==> src/rtl/pam4_tx_upsampler.sv <==
// PAM4 symbol source (PRBS or external stream), Gray-mapped to 1s17 levels
// and zero-stuffed to SPS samples per symbol for the pulse-shaping FIR.
module pam4_tx_upsampler #(
    parameter int          SPS       = 4,
    parameter logic [14:0] LFSR_SEED = 15'h0001
) (
    input  logic               clk,
    input  logic               reset,
    input  logic               ce,
    input  logic               src_sel,
    input  logic [1:0]         sym_data,
    input  logic               sym_valid,
    output logic               sym_ready,
    output logic signed [17:0] x_out,
    output logic               x_valid,
    output logic               sym_strobe,
    output logic               underrun
);

    localparam int          PH_W     = (SPS > 2) ? $clog2(SPS) : 1;
    localparam logic [14:0] SEED_EFF = (LFSR_SEED == 15'h0000) ? 15'h0001 : LFSR_SEED;
    localparam logic [PH_W-1:0] PH_LAST = PH_W'(SPS - 1);

    logic [PH_W-1:0]    ph_q, ph_d;
    logic [14:0]        lfsr_q, lfsr_d;
    logic signed [17:0] x_q, x_d;
    logic               valid_q, valid_d;
    logic               strobe_q, strobe_d;
    logic               urun_q, urun_d;

    logic        fb1, fb2;
    logic [14:0] lfsr_mid, lfsr_two;
    logic [1:0]  sym_bits;
    logic        have_sym;
    logic        slot;
    logic signed [17:0] level;

    // Two LFSR shifts per symbol: first feedback bit is b1, second is b0.
    assign fb1      = lfsr_q[14] ^ lfsr_q[13];
    assign lfsr_mid = {lfsr_q[13:0], fb1};
    assign fb2      = lfsr_mid[14] ^ lfsr_mid[13];
    assign lfsr_two = {lfsr_mid[13:0], fb2};

    assign slot      = ce & (ph_q == '0);
    assign sym_ready = slot & src_sel & ~reset;
    assign sym_bits  = src_sel ? sym_data : {fb1, fb2};
    assign have_sym  = ~src_sel | sym_valid;

    always_comb begin
        level = '0;
        case (sym_bits)
            2'b00:   level = -18'sd98304;
            2'b01:   level = -18'sd32768;
            2'b11:   level =  18'sd32768;
            default: level =  18'sd98304;
        endcase
    end

    always_comb begin
        ph_d     = ph_q;
        lfsr_d   = lfsr_q;
        x_d      = x_q;
        valid_d  = 1'b0;
        strobe_d = strobe_q;
        urun_d   = urun_q;
        if (ce) begin
            valid_d  = 1'b1;
            ph_d     = (ph_q == PH_LAST) ? '0 : ph_q + 1'b1;
            x_d      = '0;
            strobe_d = 1'b0;
            // The slot is spent even when the external symbol is missing.
            if (slot) begin
                lfsr_d = lfsr_two;
                if (have_sym) begin
                    x_d      = level;
                    strobe_d = 1'b1;
                end else begin
                    urun_d = 1'b1;
                end
            end
        end
    end

    always_ff @(posedge clk) begin
        if (reset) begin
            ph_q     <= '0;
            lfsr_q   <= SEED_EFF;
            x_q      <= '0;
            valid_q  <= 1'b0;
            strobe_q <= 1'b0;
            urun_q   <= 1'b0;
        end else begin
            ph_q     <= ph_d;
            lfsr_q   <= lfsr_d;
            x_q      <= x_d;
            valid_q  <= valid_d;
            strobe_q <= strobe_d;
            urun_q   <= urun_d;
        end
    end

    assign x_out      = x_q;
    assign x_valid    = valid_q;
    assign sym_strobe = strobe_q;
    assign underrun   = urun_q;

endmodule

==> config.mk <==
export PLATFORM = sky130hd
export DESIGN_NAME = pam4_tx_upsampler
export DESIGN_NICKNAME = d
export VERILOG_FILES = /design/src/rtl/pam4_tx_upsampler.sv
export SDC_FILE = /design/constraint.sdc
export NUM_CORES = 1
export LEC_CHECK = 0
export BUFFER_PORTS_ARGS = -buffer_cell sky130_fd_sc_hd__buf_4
export CAP_MARGIN = 20
export CELL_PAD_IN_SITES_DETAIL_PLACEMENT = 1
export CELL_PAD_IN_SITES_GLOBAL_PLACEMENT = 1
export CORE_MARGIN = 4
export CORE_UTILIZATION = 40
export CTS_BUF_LIST = sky130_fd_sc_hd__clkbuf_4 sky130_fd_sc_hd__clkbuf_8
export DETAILED_ROUTE_END_ITERATION = 7
export MAX_ROUTING_LAYER = met4
export PLACE_DENSITY = 0.86
export SLEW_MARGIN = 20
export SYNTH_ARGS = -nofsm -noshare
export SYNTH_HDL_FRONTEND = slang
export SYNTH_SLANG_ARGS = --single-unit
==> constraint.sdc <==
create_clock -name clk -period 1.91 [get_ports clk]
set_clock_uncertainty 0.05 [all_clocks]
set_input_delay 0.4775 -clock clk [delete_from_list [all_inputs] [get_ports clk]]
set_output_delay 0.4775 -clock clk [all_outputs]
set_load 0.1 [all_outputs]
==> impl.org, run 1 <==
** Die
- The floorplan has 18 rows.
- Starting utilization of the core area :: 43.1%
- Horizontal extent of the die :: 60.6 um
- The die covers 3670 um2.
- Pin placement for this block handled 29 I/O pins.
- Core area :: 2570 um2
- Height of the die :: 60.6 um

** Place
- Post-Place Setup Slack :: approximately 0.2 ns
- Detailed placement finished with a half-perimeter wire length of 1540 um.
- Port buffering added 13 buffers.
- Routability-driven placement finished with a final weighted congestion of 0.702.

** Clock network
- H-tree depth :: 1
- Clock-pin slew was measured on the worst setup and hold paths at around 0.13 ns.
- Root Driver :: clkbuf_4
- In this run, CTS created clock tree buffers numbering 3.
- Clock latency on the worst-skew pair, taken at its later pin, is 0.31 ns.
- Max clock buf depth :: 2
- Post-CTS timing repair inserted 0 buffers for setup.
- The clock net in this run drives a total of 22 sinks.
- TritonCTS built the clock tree.
- Number of buffers added to fix hold violations after cts :: 0

** Power and ir drop
- Total leakage power :: 0.518 nW
- Maximum VDD drop :: between 0.5 and 0.6 mV
- Power Dens Cells :: 964 nW/um2
- The design draws 1.19 mW.

** Drt
- The final route contains 766 vias.
- Number of routed nets with antenna violations :: 0
- Per-cell via count in the routed design :: ~4.6
- The final layout contains routed wiring with a total length of ~2100 um.
- Routed length per placed instance :: 13.0 um
- In this run, the number of DRC markers left after iteration 0 of detailed routing was 36.
- DRC violation count after routing :: 0
- Number of optimization iterations in the first detailed-route pass :: 3

** Global route
- The via count of the first global-routing pass came to 786.
- Total grt overflow :: 0
- The number of antenna violations at the first check in global routing came to 0.
- First-pass GRT wire length :: 3510 um
- Global routing used 13.1% of the available tracks.
- Largest net degree at the start of global routing :: 26

** Setup path
- Critical path data required time :: 1.38 ns
- The endpoint identified for the worst register-to-register timing path is x_out[17].
- Worst Setup End Kind :: primary output
- In this design, the largest share of critical-path delay is due to flip-flops.
- The critical path contains buffers and inverters numbering 2 combined.
- Beginning of the worst register-to-register path :: lfsr_q[12]
- Critical Path Max Stage Delay :: 0.35 ns
- Data arrives at the worst endpoint at between 1 and 1.5 ns.
- In this run the worst path has a maximum fanout of 3.
- STA classifies the critical path startpoint as a flop.
- Walking the worst path, the cells encountered are inv_2 -> ha_4 -> nand2_8 -> nor3b_4 -> buf_12.
- Logic depth of the worst path, buffers included :: 5
- Worst Reg-to-Reg Cells :: 7
- The slowest stage of the critical path belongs to the cell dfxtp_2.
- The setup path with the least slack is of type reg2out.
- The setup check on the worst reg-to-reg path leaves a slack of 0.41 ns.

** Timing
- Final Max Tran Viols :: 0
- Setup repair after global routing could not meet its margin everywhere.
- Static timing analysis puts the maximum clock frequency at 531 MHz.
- Post-route worst setup slack :: 0.0285 ns
- Post-layout min period :: 1.88 ns
- Setup violations remaining at the end of the flow were counted as 0.
- The count of endpoints failing hold in the final timing report was 0.
- Share of the clock period used by the worst path after layout :: 98.5%

** Synthesis
- Instance count of the mapped netlist :: 125
- Flip-flop and latch count after synthesis :: 22
- Average footprint of a synthesized cell :: 8.86 um2
- For this run, the number of Yosys warnings is 0.
- Area of the mapped netlist :: 1110 um2
- Sequential fraction of the synthesis area :: 39.8%
- The number of different library cells used by synthesis comes to 27.

** Layout
- The number of antenna diodes in the final layout is 0.
- Layout Nets :: 148
- The area growth from synthesis to layout is 11.3%.
- End-of-flow core utilization :: 48.0%
- The layout has about 320 filler cells.
- Of the cells placed in the final design, the portion with a size suffix greater than 1 is a little under a third.

** Worst hold path
- The worst hold path terminates at lfsr_q[3].
- The startpoint identified for the worst hold timing path is lfsr_q[1].
- The tightest min-delay check is of the reg2reg type.
- Worst hold path depth :: 2

** Run
- Max Cap Viol :: 0

** Run status
- The flow ran to the end, and the final reports show no timing, DRC or antenna violations.
==> where the power goes <==
part | internal (mW) | switching, mW | total, mW
clock network | 0.212 | 0.149 | 0.360
logic | 0.0639 | 0.271 | 0.335
registers | 0.480 | 0.0125 | 0.492
total | 0.755 | 0.432 | 1.19
==> area by class of cell <==
cell class	instances	area (um2)	area share [%]
inverters	6	22.5	1.83
clock buffers	3	22.5	1.83
well taps	30	37.5	3.05
repair buffers	15	125	10.2
clock inverters	1	30.0	2.44
multi-input cells	88	552	44.8
flip-flops and latches	22	443	35.9
==> tightest hold or removal path, cell delays in order, from the launching register on <==
cell	delay, ns
dfxtp_1	0.33
nand2_1	0.05
a21oi_1	0.05
==> stage by stage <==
step	instances	hold WS [ns]	instance area (um2)	TNS, ns
after floorplan	139	0.382	1220	-0.230
after global placement	161	0.392	1160	0
after detailed placement	161	0.403	1160	0
after CTS	165	0.421	1230	0
after global routing	165	0.421	1230	-0.0380
final	165	0.417	1230	0
==> per-layer routing <==
layer	routed length (um)	up-vias	share of wire (%)	global-route usage [%]
met3	93	2	4.3	1.91
met4	33	0	1.5	4.64
met2	1040	20	49	21.7
met1	975	359	46	16.3
met5	0	-	0	-
li1	-	385	-	-
==> state kept, by name (all words and copies together) (netlist names) <==
register,cells
x_out,2
x_valid,1
lfsr_q,15
sym_strobe,1
underrun,1
ph_q,2
==> timing repair <==
action,CTS,global route
resized for setup,6,1
endpoints found under the setup margin,1,1
cloned,0,0
pin swaps,2,0
==> cells in the final DEF (no fill, tap or decap), drive strengths merged, types with 2 or more instances in the layout <==
cell type	n
nand2	27
dfxtp	22
conb	15
buf	15
a21oi	14
nor2	8
inv	6
ha	5
mux2i	3
nor3	3
clkbuf	3
xor2	2
==> synthesized netlist by cell type <==
master | n | area [um2]
a21o_1 | 1 | 7.51
a31oi_1 | 1 | 6.26
buf_6 | 2 | 22.5
nor3b_1 | 1 | 7.51
conb_1 | 1 | 3.75
nand2b_1 | 1 | 6.26
nand2_2 | 4 | 25.0
o21ai_0 | 1 | 5.00
nor3_1 | 3 | 15.0
buf_2 | 4 | 20.0
a21oi_1 | 4 | 20.0
ha_1 | 5 | 62.6
buf_12 | 1 | 20.0
mux2i_1 | 3 | 30.0
dfxtp_1 | 22 | 440
or3b_2 | 1 | 8.76
nor2b_1 | 1 | 6.26
inv_1 | 6 | 22.5
and2_4 | 1 | 8.76
buf_4 | 16 | 120
mux2_2 | 1 | 11.3
nand2_1 | 23 | 86.3
a21oi_2 | 10 | 87.6
xor2_1 | 2 | 17.5
o32ai_1 | 1 | 8.76
o31ai_1 | 1 | 7.51
nor2_1 | 8 | 30.0
==> worst max-delay path by stage <==
stage                            to    start
after floorplan           sym_ready       ce
after global placement    sym_ready       ce
after detailed placement  sym_ready       ce
after CTS                 sym_ready  ph_q[1]
after global routing      sym_ready  ph_q[1]
final                     sym_ready  ph_q[1]
==> logic make-up (layout without fill, tap and decap cells) <==
kind of cell	count (synthesis)	in the layout	synth area share [%]
AND/OR/NAND/NOR	43	43	17.5
buffers and inverters	29	25	18.5
flip-flops	22	22	39.8
AO/OA/AOI/OAI	19	19	12.9
adder cells (fa/ha/maj)	5	5	5.65
multiplexers	4	4	3.73
XOR/XNOR	2	2	1.58
other	1	15	0.339
(Power assumes the default switching activity.)
==> run 2: changes to the inputs <==
--- a/config.mk
+++ b/config.mk
@@ -13,7 +13,6 @@
 export CORE_UTILIZATION = 40
 export CTS_BUF_LIST = sky130_fd_sc_hd__clkbuf_4 sky130_fd_sc_hd__clkbuf_8
 export DETAILED_ROUTE_END_ITERATION = 7
-export MAX_ROUTING_LAYER = met4
 export PLACE_DENSITY = 0.86
 export SLEW_MARGIN = 20
 export SYNTH_ARGS = -nofsm -noshare
==> run 2 against run 1 <==
Effect of this change:
- global-route usage down 0.40 points
- hold slack barely moved
- fmax barely moved
- worst setup slack about the same
- die area is the same
- combinational power about the same
- critical endpoint unchanged
- largest power group unchanged
==> impl.org, run 2 (same netlist as run 1, synthesis figures left out) <==
** Run status
- Outcome :: complete, no violations

** Global route
- Entering global routing, the biggest net connects 26 pins.
- Vias in the first global route :: 785
- Global router's overall resource usage :: 12.7%
- The first global-routing pass estimated 3510 um of wire.
- Total grt overflow :: 0
- Initial antenna violation count :: 0

** Clock network
- Root Driver :: clkbuf_4
- Number of buffers added to fix hold violations after cts :: 0
- Clock tree synthesis inserted a total of 3 buffers.
- Max clock buf depth :: 2
- CTS sink count :: 22
- Latest clock arrival within the worst-skew pair :: between 0.3 and 0.4 ns
- H-tree depth :: 1
- Clock tree from TritonCTS :: done
- Worst-path clk slew :: 0.13 ns
- The number of setup buffers added after CTS is 0.

** Layout
- Final cell count without fillers :: 165
- Most common cell after layout, fill and taps aside :: nand2_1
- Area delta synth->final :: 11.3%
- Flip-flop count of the largest register, all copies and words added :: 15
- Antenna Diode Count :: 0
- Layout Nets :: 148
- Number of fill cells in the layout :: 317
- Post-Layout Inst Area :: 1230 um2
- Commonest non-fill, non-tap cells in the layout :: nand2_1, dfxtp_1, conb_1, buf_4, a21oi_2
- End-of-flow core utilization :: 48.0%
- Counting flops per register, the top entry is lfsr_q.
- Share of post-route cells with drive strength above 1 :: 31.1%

** Setup path
- Worst setup SP type :: flop
- On the worst path, the slowest cell contributes a delay of 0.35 ns.
- The number of buffers and inverters on the critical path is 2.
- Endpoint arrival time on the critical path :: 1.35 ns
- Among all stages on the critical path, the largest delay is contributed by dfxtp_2.
- The critical path in this run is classified as reg2out.
- Cell family contributing the most delay on the critical path :: flip-flops
- Worst Setup End Kind :: primary output
- Critical path data required time :: 1.38 ns
- Traced cell by cell, the critical path runs through inv_2 -> ha_4 -> nand2_8 -> nor3b_4 -> buf_12.
- In this run the worst path has a maximum fanout of 3.

** Drt
- DRC violation count after routing :: 0
- DRT iter0 DRCs :: 36
- After detailed routing, the average wire length per cell comes to 12.9 um.
- Per-cell via count in the routed design :: 4.65
- Once detail routing completed, the nets flagged for antenna violations numbered 0.
- The first TritonRoute pass finished after 3 iterations.
- For this block, the routed nets add up to 2140 um of wire.
- Vias post-DR :: 768

** Place
- Total cell area at the placement stage :: approximately 1200 um2
- The count of buffers added on input and output ports is 13.
- Counting tap cells, the placed design contains a total of 161 instances.
- Half-perimeter wire length of the detailed placement result :: 1540 um
- Routability-driven placement finished with a final weighted congestion of 0.695.

** Die
- Horizontal extent of the die :: 60.6 um
- Starting utilization of the core area :: 43.1%
- Core area :: about 2600 um2
- Height of the die :: 60.6 um
- In this run the core area contains 18 standard-cell rows.
- Die outline area :: 3670 um2
- Ports :: 29

** Timing
- The worst path uses a little under 100% of the clock period.
- For the finished layout, the period the worst path requires is about 1.9 ns.
- Setup violation total in the final timing report :: 0
- The count of endpoints failing hold in the final timing report is 0.
- Setup repair after global routing could not meet its margin everywhere.
- Final Max Tran Viols :: 0
- Max Freq :: 531 MHz

** Power and ir drop
- Total leakage power :: 0.518 nW
- VDD sags by at most just under 0.6 mV.
- Dividing total power by cell area gives a power density of 964 nW/um2.
- Summing internal, switching and leakage power gives 1.19 mW.

** Worst hold path
- Class of the tightest hold or removal check :: reg2reg

** Run
- The tool flagged a number of max-cap violations equal to 0.
## run 2: cell counts in the layout (fill, tap and decap cells not counted)
No cell type changed its count.
## run 2: path summary, 6_finish.rpt
path         cells past startpoint  slack (ns)         to       start
min reg2reg                      2        0.42  lfsr_q[3]   lfsr_q[1]
min                              2        0.42  lfsr_q[3]   lfsr_q[1]
max                              5        0.03  sym_ready     ph_q[1]
max reg2reg                      7        0.41  x_out[17]  lfsr_q[12]
## run 2: timing repair
item                       4_1_cts  5_1_grt
resized for setup                6        1
setup endpoints to repair        1        1
pin swaps                        2        0
## run 2: area by class of cell
class	count	area (um2)	area share, %
Clock inverter	1	30.0	2.44
Timing Repair Buffer	15	125	10.2
Tap cell	30	37.5	3.05
Sequential cell	22	443	35.9
Multi-Input combinational cell	88	552	44.8
Clock buffer	3	22.5	1.83
Inverter	6	22.5	1.83
## run 2: stage by stage
step                      TNS (ns)  hold slack [ns]  setup WS, ns
after detailed placement         0            0.403         0.198
final                            0            0.417        0.0283
after floorplan             -0.230            0.382        -0.230
after global placement           0            0.392         0.201
after CTS                        0            0.421        0.0109
after global routing       -0.0380            0.421       -0.0380
## run 2: report_power, final
group / switching [mW] / leakage [nW] / internal, mW / total (mW)
combinational: 0.271 / 0.310 / 0.0639 / 0.335
clock: 0.149 / 0.0279 / 0.212 / 0.360
sequential: 0.0125 / 0.180 / 0.480 / 0.492
## run 2: per-layer routing
metal	up-vias	global-route usage (%)	part of all wire (%)
met1	361	16.1	45
met3	2	2.13	4.8
met5	-	0	0
met4	0	4.64	1.5
met2	20	21.7	49
li1	385	-	-
## run 2: tightest hold or removal path, delay by kind of cell (launching register included)
kind	cells	cell delay [ns]
and+or+nand+nor	1	0.05
AOI/OAI and AO/OA	1	0.05
DFF	1	0.33
